**config.mk**
```make
export PLATFORM = sky130hd
export DESIGN_NAME = cla_sub32_pipe
export DESIGN_NICKNAME = d
export VERILOG_FILES = /design/src/rtl/cla_sub32_pipe_pkg.sv /design/src/rtl/cla_sub32_pipe_cla.sv /design/src/rtl/cla_sub32_pipe.sv
export SDC_FILE = /design/constraint.sdc
export NUM_CORES = 1
export LEC_CHECK = 0
export ABC_AREA = 1
export CAP_MARGIN = 0
export CORE_ASPECT_RATIO = 1.25
export CORE_MARGIN = 3
export CORE_UTILIZATION = 54
export CTS_CLUSTER_DIAMETER = 50
export DETAILED_ROUTE_END_ITERATION = 16
export HOLD_SLACK_MARGIN = 0.1
export PLACE_DENSITY_LB_ADDON = 0.1
export SLEW_MARGIN = 0
export SYNTH_ARGS = -nofsm -noshare
export SYNTH_HDL_FRONTEND = slang
export SYNTH_SLANG_ARGS = --single-unit
```
**constraint.sdc**
```tcl
create_clock -name clock -period 9.05 [get_ports clock]
set_clock_uncertainty 0.2 [all_clocks]
set_input_delay 0.905 -clock clock [delete_from_list [all_inputs] [get_ports clock]]
set_output_delay 0.905 -clock clock [all_outputs]
set_load 0.01 [all_outputs]
```
**src/rtl/cla_sub32_pipe_pkg.sv**
```systemverilog
// Shared constants and types for the pipelined CLA subtractor.
package cla_sub32_pipe_pkg;

  localparam int CLA_WIDTH = 32;
  localparam int CLA_HALF  = CLA_WIDTH / 2;
  // Bits per lookahead group inside one CLA half.
  localparam int CLA_GROUP = 4;

  // Result flags registered alongside the difference.
  typedef struct packed {
    logic borrow;
    logic ovf;
    logic zero;
    logic neg;
  } sub_flags_t;

endpackage

```
**src/rtl/cla_sub32_pipe_cla.sv**
```systemverilog
// Combinational carry-lookahead adder: group generate/propagate over
// CLA_GROUP-bit groups, with a lookahead carry chained between groups.
module cla_sub32_pipe_cla
  import cla_sub32_pipe_pkg::*;
#(
  parameter int WIDTH = CLA_HALF
) (
  input  logic [WIDTH-1:0] a,
  input  logic [WIDTH-1:0] b,
  input  logic             cin,
  output logic [WIDTH-1:0] sum,
  output logic             cout
);

  logic [WIDTH-1:0] g;
  logic [WIDTH-1:0] p;

  assign g = a & b;
  assign p = a ^ b;

  // Per-group sum bits and group G/P; group carry-out is G | P & carry-in.
  always_comb begin : cla_comb
    logic carry;
    logic c_bit;
    logic grp_g;
    logic grp_p;
    sum   = '0;
    carry = cin;
    c_bit = 1'b0;
    grp_g = 1'b0;
    grp_p = 1'b1;
    for (int base = 0; base < WIDTH; base += CLA_GROUP) begin
      c_bit = carry;
      grp_g = 1'b0;
      grp_p = 1'b1;
      for (int j = 0; j < CLA_GROUP; j++) begin
        if (base + j < WIDTH) begin
          sum[base+j] = p[base+j] ^ c_bit;
          c_bit       = g[base+j] | (p[base+j] & c_bit);
          grp_g       = g[base+j] | (p[base+j] & grp_g);
          grp_p       = grp_p & p[base+j];
        end
      end
      carry = grp_g | (grp_p & carry);
    end
    cout = carry;
  end

endmodule

```
**src/rtl/cla_sub32_pipe.sv**
```systemverilog
// Two-stage pipelined subtractor a - b = a + ~b + 1. Stage 1 computes the
// low half and keeps its carry; stage 2 finishes the high half and the flags.
// Valid/ready on both sides, one operation per clock, 2-edge latency.
module cla_sub32_pipe
  import cla_sub32_pipe_pkg::*;
#(
  parameter int WIDTH = CLA_WIDTH
) (
  input  logic             clock,
  input  logic             reset,
  input  logic             in_valid,
  output logic             in_ready,
  input  logic [WIDTH-1:0] in_a,
  input  logic [WIDTH-1:0] in_b,
  output logic             out_valid,
  input  logic             out_ready,
  output logic [WIDTH-1:0] out_diff,
  output logic             out_borrow,
  output logic             out_ovf,
  output logic             out_zero,
  output logic             out_neg
);

  localparam int HALF = WIDTH / 2;

  // Signed-overflow and borrow/zero/neg flags from the full difference.
  function automatic sub_flags_t calc_flags(input logic [WIDTH-1:0] diff,
                                            input logic             c_w,
                                            input logic             a_msb,
                                            input logic             b_msb);
    sub_flags_t f;
    f.borrow = ~c_w;
    f.ovf    = (a_msb != b_msb) && (diff[WIDTH-1] != a_msb);
    f.zero   = (diff == '0);
    f.neg    = diff[WIDTH-1];
    return f;
  endfunction

  logic vld_p1;
  logic vld_p2;
  logic s2_free;
  logic accept;
  logic adv_p1;

  assign s2_free  = !vld_p2 || out_ready;
  assign adv_p1   = vld_p1 && s2_free;
  assign in_ready = !vld_p1 || s2_free;
  assign accept   = in_valid && in_ready;

  // ---- stage 1: low half with cin=1 ----
  logic [HALF-1:0] nb_lo;
  logic [HALF-1:0] d_lo;
  logic            c_h;

  assign nb_lo = ~in_b[HALF-1:0];

  cla_sub32_pipe_cla #(.WIDTH(HALF)) u_cla_lo (
    .a    (in_a[HALF-1:0]),
    .b    (nb_lo),
    .cin  (1'b1),
    .sum  (d_lo),
    .cout (c_h)
  );

  logic [HALF-1:0]       d_lo_p1;
  logic                  c_h_p1;
  logic [WIDTH-HALF-1:0] a_hi_p1;
  logic [WIDTH-HALF-1:0] nb_hi_p1;
  logic                  a_msb_p1;
  logic                  b_msb_p1;

  // Capture low-half result and high-half operands on accept.
  always_ff @(posedge clock) begin
    if (accept) begin
      d_lo_p1  <= d_lo;
      c_h_p1   <= c_h;
      a_hi_p1  <= in_a[WIDTH-1:HALF];
      nb_hi_p1 <= ~in_b[WIDTH-1:HALF];
      a_msb_p1 <= in_a[WIDTH-1];
      b_msb_p1 <= in_b[WIDTH-1];
    end
  end

  // ---- stage 2: high half with carry from the low half ----
  logic [WIDTH-HALF-1:0] d_hi;
  logic                  c_w;
  logic [WIDTH-1:0]      diff_full;

  cla_sub32_pipe_cla #(.WIDTH(WIDTH - HALF)) u_cla_hi (
    .a    (a_hi_p1),
    .b    (nb_hi_p1),
    .cin  (c_h_p1),
    .sum  (d_hi),
    .cout (c_w)
  );

  assign diff_full = {d_hi, d_lo_p1};

  logic [WIDTH-1:0] diff_p2;
  sub_flags_t       flags_p2;

  // Result registers load only when stage 1 advances; reset clears them.
  always_ff @(posedge clock) begin
    if (reset) begin
      diff_p2  <= '0;
      flags_p2 <= '0;
    end else if (adv_p1) begin
      diff_p2  <= diff_full;
      flags_p2 <= calc_flags(diff_full, c_w, a_msb_p1, b_msb_p1);
    end
  end

  // Valid bits: stage 1 fills on accept and empties on advance; stage 2
  // follows stage 1 whenever it is free to take a new entry.
  always_ff @(posedge clock) begin
    if (reset) begin
      vld_p1 <= 1'b0;
      vld_p2 <= 1'b0;
    end else begin
      if (accept)      vld_p1 <= 1'b1;
      else if (adv_p1) vld_p1 <= 1'b0;
      if (s2_free)     vld_p2 <= vld_p1;
    end
  end

  assign out_valid  = vld_p2;
  assign out_diff   = diff_p2;
  assign out_borrow = flags_p2.borrow;
  assign out_ovf    = flags_p2.ovf;
  assign out_zero   = flags_p2.zero;
  assign out_neg    = flags_p2.neg;

endmodule

```
==> results of run 1 <==
-- kinds of logic after synthesis --
| family | count (synthesis) |
|---|---|
| flops | 87 |
| simple gates | 78 |
| xor+xnor | 8 |
| buf+inv | 110 |
| compound gates | 82 |
| fa+ha+maj | 56 |
-- placed cells by master (no fill, tap or decap), types with 2 or more instances in the layout --
cell | netlist | layout
clkbuf_8 | 0 | 10
o21bai_1 | 4 | 4
clkbuf_16 | 0 | 3
nand4_1 | 7 | 7
inv_2 | 6 | 7
nand2_2 | 4 | 4
nand2_1 | 31 | 31
edfxtp_1 | 50 | 50
nand3_1 | 5 | 5
a21oi_1 | 40 | 40
inv_1 | 93 | 92
fa_1 | 23 | 23
xor2_1 | 2 | 2
clkdlybuf4s50_1 | 0 | 105
o21ai_1 | 21 | 21
dfxtp_1 | 37 | 37
nor4_1 | 2 | 2
clkbuf_1 | 3 | 2
ha_1 | 33 | 33
nor2_1 | 22 | 22
o21ai_0 | 12 | 12
xnor2_1 | 6 | 6
-- tightest hold or removal path, cell delays in order (launching register included) --
cell and delay [ns]:
dfxtp_1 0.32, nand2_1 0.06, a21oi_1 0.05
-- registers in the layout (all words and copies together), names as in the netlist --
signal,flops
out_diff,32
a_hi_p1,16
d_lo_p1,16
nb_hi_p1,16
b_msb_p1,1
c_h_p1,1
out_borrow,1
out_ovf,1
out_valid,1
out_zero,1
vld_p1,1
-- stage by stage --
stage / hold slack, ns / cells / power, mW
6_report: 0.2727 / 626 / 0.9489
5_1_grt: 0.2869 / 626 / 1.000
4_1_cts: 0.2723 / 626 / 0.9573
3_5_place_dp: 0.2597 / 610 / 0.6710
3_3_place_gp: 0.2539 / 610 / 0.6617
2_1_floorplan: 0.2712 / 421 / 0.5826
-- worst paths after layout --
check               startpoint            to  slack [ns]  cells past startpoint
hold / removal    out_diff[27]  out_diff[27]        0.27                      2
hold reg to reg   out_diff[27]  out_diff[27]        0.27                      2
setup / recovery       in_b[1]   d_lo_p1[15]        5.19                     16
setup reg to reg    a_hi_p1[1]       out_ovf        5.58                     18
-- per-layer routing --
metal,track usage,part of all wire,vias to the layer above
met1,0.2093,0.37,1477
met4,0.08018,0.024,0
li1,-,-,1575
met2,0.3556,0.53,96
met3,0.06457,0.076,19
met5,0,0,-
-- layout make-up --
| class | instances | share of cell area |
|---|---|---|
| clock buffer | 15 | 0.03827 |
| clock inverter | 1 | 0.0008698 |
| inverter | 99 | 0.06458 |
| multi-input combinational | 224 | 0.3033 |
| sequential | 87 | 0.3896 |
| tap | 95 | 0.02066 |
| timing repair buffer | 105 | 0.1826 |
-- power by group through the flow --
stage | Combinational, mW | Sequential (mW) | Clock [mW]
2_1_floorplan | 0.0997 | 0.483 | 0
3_3_place_gp | 0.183 | 0.479 | 0
3_5_place_dp | 0.191 | 0.480 | 0
4_1_cts | 0.192 | 0.471 | 0.294
5_1_grt | 0.215 | 0.475 | 0.310
6_report | 0.189 | 0.471 | 0.289
==> impl_metrics.yaml, run 1 <==
floorplan:
  dieHeight_um: 107.1
  die_w_um: 86.88
  ios: 106
  core_area_um2: 7883
  num_rows: 36
  start_util: 0.5602
  die_area_um2: 9305
layout:
  syn_to_final_growth_pct: 30.32
  final_util: 0.7300
  layout-drive-gt1-share: 0.05650
  fin_area_um2: 5754
  regArea_um2: 2242
  n_fill_cell: 577
  multi_input_area_um2: 1745
  diodes: 0
  final_nets: 650
power:
  switching_power_mw: 0.2412
  cellPowerDensity_nw_per_um2: 164.9
  p_int_mw: 0.7077
  leakage_nw: 2.549
  switching_share: 0.2542
  comb_power_share: 0.200
  ir_worst_vdd_v: 0.0001326
  pwr-share-seq: 0.496
  p_clk_frac: 0.304
timing:
  fin_tns_setup_ns: 0
  min_period_ns: 3.865
  slew_headroom: 0.2998
  final_max_slew_viol_count: 0
  rsz0062_at_grt: "false"
  finalCritPeriodShare: 0.4270
  setup_slack_ns: 5.185
  setup_viol: 0
  hold_violations: 0
  max_freq_mhz: 258.8
  worstMarginPinSlew_ns: 1.049
place:
  dpl.hpwl_um: 6729
  pre_cts_ws_ns: 4.811
  io_buffers: 105
  dpl_cell_area_um2: 5529
  place_congestion: 0.8516
yosys:
  synth_compound_area_frac: 0.1006
  ys_types: 33
  synth_area_leaders: "edfxtp_1 (34%), dfxtp_1 (17%), fa_1 (10%), ha_1 (9.4%), inv_1 (7.9%)"
  yosys.area_share.simple: 0.08104
  yosysSeqAreaShare: 0.5078
  synth_mux_area_frac: 0
  synth_top_family_by_area: "adder cells"
  yosys-top-cells-count: "inv_1 (93), edfxtp_1 (50), a21oi_1 (40)"
  ys_ff_latch: 87
  synth.net_count: 545
  synth_cells: 421
  synthFlopType: "edfxtp_1"
  synth-edff-count: 50
  avgSynthCellArea_um2: 10.49
  synthAdderAreaFrac: 0.1978
  syn_area_um2: 4415
  yosysTopAreaCellShare: 0.3400
  async_flop_share: 0
  synth_xor_area_frac: 0.01587
  synth_most_common_cell: "inv_1"
  synth_top_cell_by_area: "edfxtp_1"
  yosys_warnings: 0
critical_path:
  crit_family: "adder cells"
  worstPathArrival_ns: 3.78
  critPathCaptureType: "flop"
  critPathKind: "in2reg"
  start_kind: "input port"
  cp_common_cell: "nand2_1"
  crit_chain: "clkdlybuf4s50_1 > inv_1 > ha_1 > a21oi_1 > o21bai_1 > nand2_1 > nand3_1 > nand2_1 > nand2_1 > nand2_1 > nand2_1 > inv_1 > fa_1 > fa_1 > fa_1 > xnor2_1"
  slowest_delay_ns: 0.50
  cp_slowest_cell: "clkdlybuf4s50_1"
  worstPathMaxFanout: 2
  crit_buf_inv: 3
  crit_required_ns: 8.96
clock_tree:
  postCtsHoldBufs: 0
  cts_buffer_depth: 2
  clkTransAtPathRegs_ns: 0.08
  clk_latency_ns: 0.35
  cts_setup_buffers: 0
  root_buffer: "clkbuf_8"
  cts_htree_levels: 3
  cts_inserted_buffers: 9
  post_cts_resize_count: 0
  clkSinkCount: 87
  cts_tree: "yes"
global_routing:
  grt_max_degree: 60
  grt_pass1_wl_um: 14160
  grt_pass1_vias: 3225
  antenna_found_initial: 0
  grt.overflow.total: 0
  grtUsageTotal: 0.1981
routing:
  drtPass1Iterations: 4
  drtIter0Drc: 116
  drc: 0
  vias: 3167
  post_drt_wl_per_cell_um: 13.83
  finalWirelength_um: 8655
  via_per_inst: 5.059
  drtAntennaViolNets: 0
run_status:
  status: "completed"
worst_hold_path:
  hold_class: "reg2reg"
flow_run:
  drv_cap: 0
(Power assumes the default switching activity.)
==> run 2: changes to the inputs <==
Settings changed: CORE_UTILIZATION 54 to 45.
Clock period 9.05 ns to 3.5 ns, I/O delays scaled along.
==> impl_metrics.yaml, run 2 (synthesis results as in run 1) <==
routing:
  drtAntennaViolNets: 0
  post_drt_wl_per_cell_um: 13.31
  drtIter0Drc: 77
  vias: 3147
  via_per_inst: 4.732
  drtPass1Iterations: 5
  drc: 0
  finalWirelength_um: 8853
timing:
  finalCritPeriodShare: 0.9443
  hold_violations: 0
  min_period_ns: 3.305
  final_max_slew_viol_count: 0
  max_freq_mhz: 302.6
  hold_slack_ns: 0.2735
  setup_slack_ns: 0.1948
  worstMarginPinSlew_ns: 0.8987
  setup_viol: 0
  slew_headroom: 0.4000
floorplan:
  num_rows: 39
  die_w_um: 94.60
  core_area_um2: 9369
  start_util: 0.4713
  die_area_um2: 11040
  dieHeight_um: 116.8
  ios: 106
layout:
  final_cell_mix: "clkdlybuf4s50_1 (105), inv_1 (91), edfxtp_1 (50), a21oi_1 (39), dfxtp_1 (37)"
  final_common_cell: "clkdlybuf4s50_1"
  diodes: 0
  final_nets: 661
  finalNonFillerCells: 665
  largest_reg_flops: 32
  syn_to_final_growth_pct: 34.83
  layout-drive-gt1-share: 0.08672
power:
  ir_worst_vdd_v: 0.0002064
  cellPowerDensity_nw_per_um2: 433.9
  leakage_nw: 2.614
clock_tree:
  cts_inserted_buffers: 9
  postCtsHoldBufs: 0
  root_buffer: "clkbuf_16"
  clkSinkCount: 87
  cts_tree: "yes"
  clkTransAtPathRegs_ns: 0.06
  clk_latency_ns: 0.34
  cts_htree_levels: 3
  cts_buffer_depth: 2
global_routing:
  antenna_found_initial: 0
  grt_pass1_wl_um: 13990
  grt_pass1_vias: 3118
  grtUsageTotal: 0.1688
  grt.overflow.total: 0
  grt_max_degree: 60
place:
  place_congestion: 0.7494
  io_buffers: 105
  dpl.hpwl_um: 6930
  pre_cts_ws_ns: -0.09964
  dp_cells: 649
worst_hold_path:
  hold_class: "reg2reg"
flow_run:
  drv_cap: 0
critical_path:
  start_kind: "flop"
  worstPathMaxFanout: 2
  critPathKind: "reg2reg"
  critPathCaptureType: "flop"
  crit_required_ns: 3.57
  worstPathArrival_ns: 3.37
run_status:
  status: "completed"
run 2: cell count changes in the layout (fill, tap and decap cells not counted), sizes merged:
| cell | change |
|---|---|
| buf | +11 |
run 2: stage by stage:
step	cell area (µm²)	utilization	setup TNS [ns]	power, mW
finish	5953	0.6354	0	2.583
global route	5953	0.6354	-0.01603	2.722
CTS	5909	0.6307	0	2.602
detailed placement	5647	0.6027	-0.1907	1.741
global placement	5647	0.6027	-0.1002	1.722
floorplan	4415	-	0	1.507
run 2: worst paths after layout:
check,startpoint,to,slack [ns],cells after the start
setup / recovery,a_hi_p1[1],out_zero,0.19,16
hold / removal,out_zero,out_zero,0.27,2
setup reg to reg,a_hi_p1[1],out_zero,0.19,16
hold reg to reg,out_zero,out_zero,0.27,2
run 2: area by class of cell:
class                      count  area, µm²
fill                         796       3416
clock inverter                 1      5.005
tap                          123      153.9
clock buffer                  15      257.7
multi-input combinational    224       1789
timing repair buffer         116       1134
sequential                    87       2242
inverter                      99      371.6
run 2: worst max-delay path, stage by stage, from the launching register on:
cell and delay [ns]:
edfxtp_1 0.40, ha_1 0.31, nor2_1 0.10, nor2_1 0.04, nand2_1 0.07, nand2_2 0.07, nand2_2 0.06, nand3_2 0.10
fa_2 0.36, fa_2 0.36, fa_1 0.44, inv_1 0.10, nand4_1 0.12, nor4_2 0.14, buf_4 0.15, nand4_1 0.09
a21oi_1 0.13
run 2: repair_timing:
item                                    4_1_cts  5_1_grt
gates resized for setup                       0        9
endpoints found under the setup margin        0        2
buffers inserted                              0        0
run 2: power breakdown:
part	internal, mW	leakage, nW	switching, mW
Sequential	1.18	0.794	0.0416
Combinational	0.257	1.69	0.249
Clock	0.500	0.128	0.357
run 2: routing by layer:
layer | share of wire | wire (µm) | global-route usage | vias up
li1 | - | - | - | 1601
met1 | 0.38 | 3347 | 0.1829 | 1449
met2 | 0.53 | 4688 | 0.3001 | 82
met3 | 0.068 | 599 | 0.04575 | 15
met4 | 0.025 | 218 | 0.08662 | 0
met5 | 0 | 0 | 0 | -
==> run 3: changes to the inputs <==
Settings changed: ABC_CLOCK_PERIOD_IN_PS from default to 3500, CORE_UTILIZATION 45 to 33.
==> impl_metrics.yaml, run 3 (synthesis results as in run 1) <==
floorplan:
  ios: 106
  core_area_um2: 12890
  die_w_um: 109.5
  die_area_um2: 14810
  start_util: 0.3425
  dieHeight_um: 135.3
  num_rows: 46
critical_path:
  cp_common_cell: "nand2_1"
  worstPathMaxFanout: 2
  critPathCaptureType: "flop"
  start_kind: "flop"
  cp.depth: 16
  r2r_cells: 16
  worstPathArrival_ns: 3.42
  slowest_delay_ns: 0.45
  critPathKind: "reg2reg"
  cp_slowest_cell: "fa_1"
  crit_chain: "ha_1 > nand2_1 > nand2_1 > nand2_1 > nand2_2 > nand2_2 > nand3_4 > fa_2 > fa_2 > fa_1 > inv_2 > nand4_1 > nor4_2 > buf_4 > nand4_1 > a21oi_1"
  crit_family: "adder cells"
  crit_buf_inv: 2
  crit_required_ns: 3.56
layout:
  final_common_cell: "clkdlybuf4s50_1"
  syn_to_final_growth_pct: 39.33
  final_cell_mix: "clkdlybuf4s50_1 (105), inv_1 (91), edfxtp_1 (50), a21oi_1 (39), dfxtp_1 (37)"
  n_fill_cell: 1254
  layout-drive-gt1-share: 0.09707
  regArea_um2: 2242
  final_nets: 665
  multi_input_area_um2: 1790
  final_util: 0.4772
  diodes: 0
  largest_reg_flops: 32
timing:
  min_period_ns: 3.360
  hold_violations: 0
  fin_tns_setup_ns: 0
  max_freq_mhz: 297.6
  final_max_slew_viol_count: 0
  slew_headroom: 0.4015
  rsz0062_at_grt: "true"
  setup_viol: 0
  worstMarginPinSlew_ns: 0.8968
  finalCritPeriodShare: 0.9600
  hold_slack_ns: 0.2642
  setup_slack_ns: 0.1399
global_routing:
  grt_pass1_wl_um: 14970
  antenna_found_initial: 0
  grt_pass1_vias: 3282
  gr-usage-met2: 0.2291
  grt_busiest_layer: "met2"
  gr-usage-met1: 0.1457
  grtUsageTotal: 0.1301
  gr-usage-met3: 0.03767
  grt.overflow.total: 0
  grt_max_degree: 60
clock_tree:
  cts_buffer_depth: 2
  cts_tree: "yes"
  clkTransAtPathRegs_ns: 0.06
  root_buffer: "clkbuf_16"
  clk_latency_ns: 0.33
  cts_inserted_buffers: 9
  postCtsHoldBufs: 0
  clkSinkCount: 87
  cts_htree_levels: 3
routing:
  finalWirelength_um: 9042
  via_per_inst: 4.377
  drtAntennaViolNets: 0
  post_drt_wl_per_cell_um: 12.66
  vias: 3125
  drc: 0
  drtPass1Iterations: 4
  drtIter0Drc: 99
run_status:
  status: "completed"
place:
  pre_cts_ws_ns: -0.08105
  place_congestion: 0.8025
  dpl.hpwl_um: 7009
  io_buffers: 105
worst_hold_path:
  hold_class: "reg2reg"
  holdPathStages: 2
power:
  p_clk_frac: 0.399
  leakage_nw: 2.685
  switching_power_mw: 0.6710
  cellPowerDensity_nw_per_um2: 468.2
  ir_worst_vdd_v: 0.0002207
  p_int_mw: 2.209
  comb_power_share: 0.178
  switching_share: 0.2330
  pwr-share-seq: 0.423
flow_run:
  drv_cap: 0
run 3: changes by cell type in the layout (fill, tap and decap cells not counted), sizes merged:
cell    change
buf         +4
clkinv      +1
clkbuf      -5
bufinv      +4
run 3: power by group through the flow:
stage | Clock (mW) | Combinational (mW) | Sequential, mW
after floorplan | 0 | 0.258 | 1.25
after global placement | 0 | 0.501 | 1.24
after detailed placement | 0 | 0.510 | 1.24
after CTS | 1.18 | 0.516 | 1.22
after global routing | 1.22 | 0.586 | 1.23
final | 1.15 | 0.513 | 1.22
run 3: per-layer routing:
layer	part of all wire	wire [µm]
met1	0.41	3710
met2	0.50	4528
met3	0.067	604
met4	0.022	198
met5	0	0
run 3: path summary, 6_finish.rpt:
| path | end | slack, ns | startpoint |
|---|---|---|---|
| worst min register to register | out_zero | 0.26 | out_zero |
| worst min-delay path | out_zero | 0.26 | out_zero |
| worst max-delay path | out_zero | 0.14 | a_hi_p1[0] |
| worst max register to register | out_zero | 0.14 | a_hi_p1[0] |
run 3: worst reg2reg max path, stage by stage (launching register included):
cell and delay [ns]:
edfxtp_1 0.42, ha_1 0.31, nand2_1 0.07, nand2_1 0.05, nand2_1 0.08, nand2_2 0.08, nand2_2 0.08, nand3_4 0.09
fa_2 0.36, fa_2 0.35, fa_1 0.45, inv_2 0.07, nand4_1 0.12, nor4_2 0.19, buf_4 0.15, nand4_1 0.09
a21oi_1 0.13
run 3: through the flow:
| stage | cell area, µm² | power (mW) | instances |
|---|---|---|---|
| 3_5_place_dp | 5731 | 1.750 | 696 |
| 4_1_cts | 6111 | 2.917 | 713 |
| 5_1_grt | 6152 | 3.036 | 714 |
| 3_3_place_gp | 5731 | 1.742 | 696 |
| 6_report | 6152 | 2.880 | 714 |
| 2_1_floorplan | 4415 | 1.507 | 421 |
run 3: cell type report:
cell class / count / share of cell area
inverter: 99 / 0.06040
sequential: 87 / 0.3644
clock buffer: 10 / 0.03722
multi-input combinational: 224 / 0.2910
tap: 168 / 0.03417
timing repair buffer: 120 / 0.1912
clock inverter: 6 / 0.02156
run 3: what timing repair did:
action                                 in CTS  in global routing
setup endpoints to repair                   1                  2
buffers inserted                            1                  1
pin swaps                                   1                  2
cloned                                      0                  0
gates resized for setup                     3                  6
endpoints found under the hold margin       0                  0
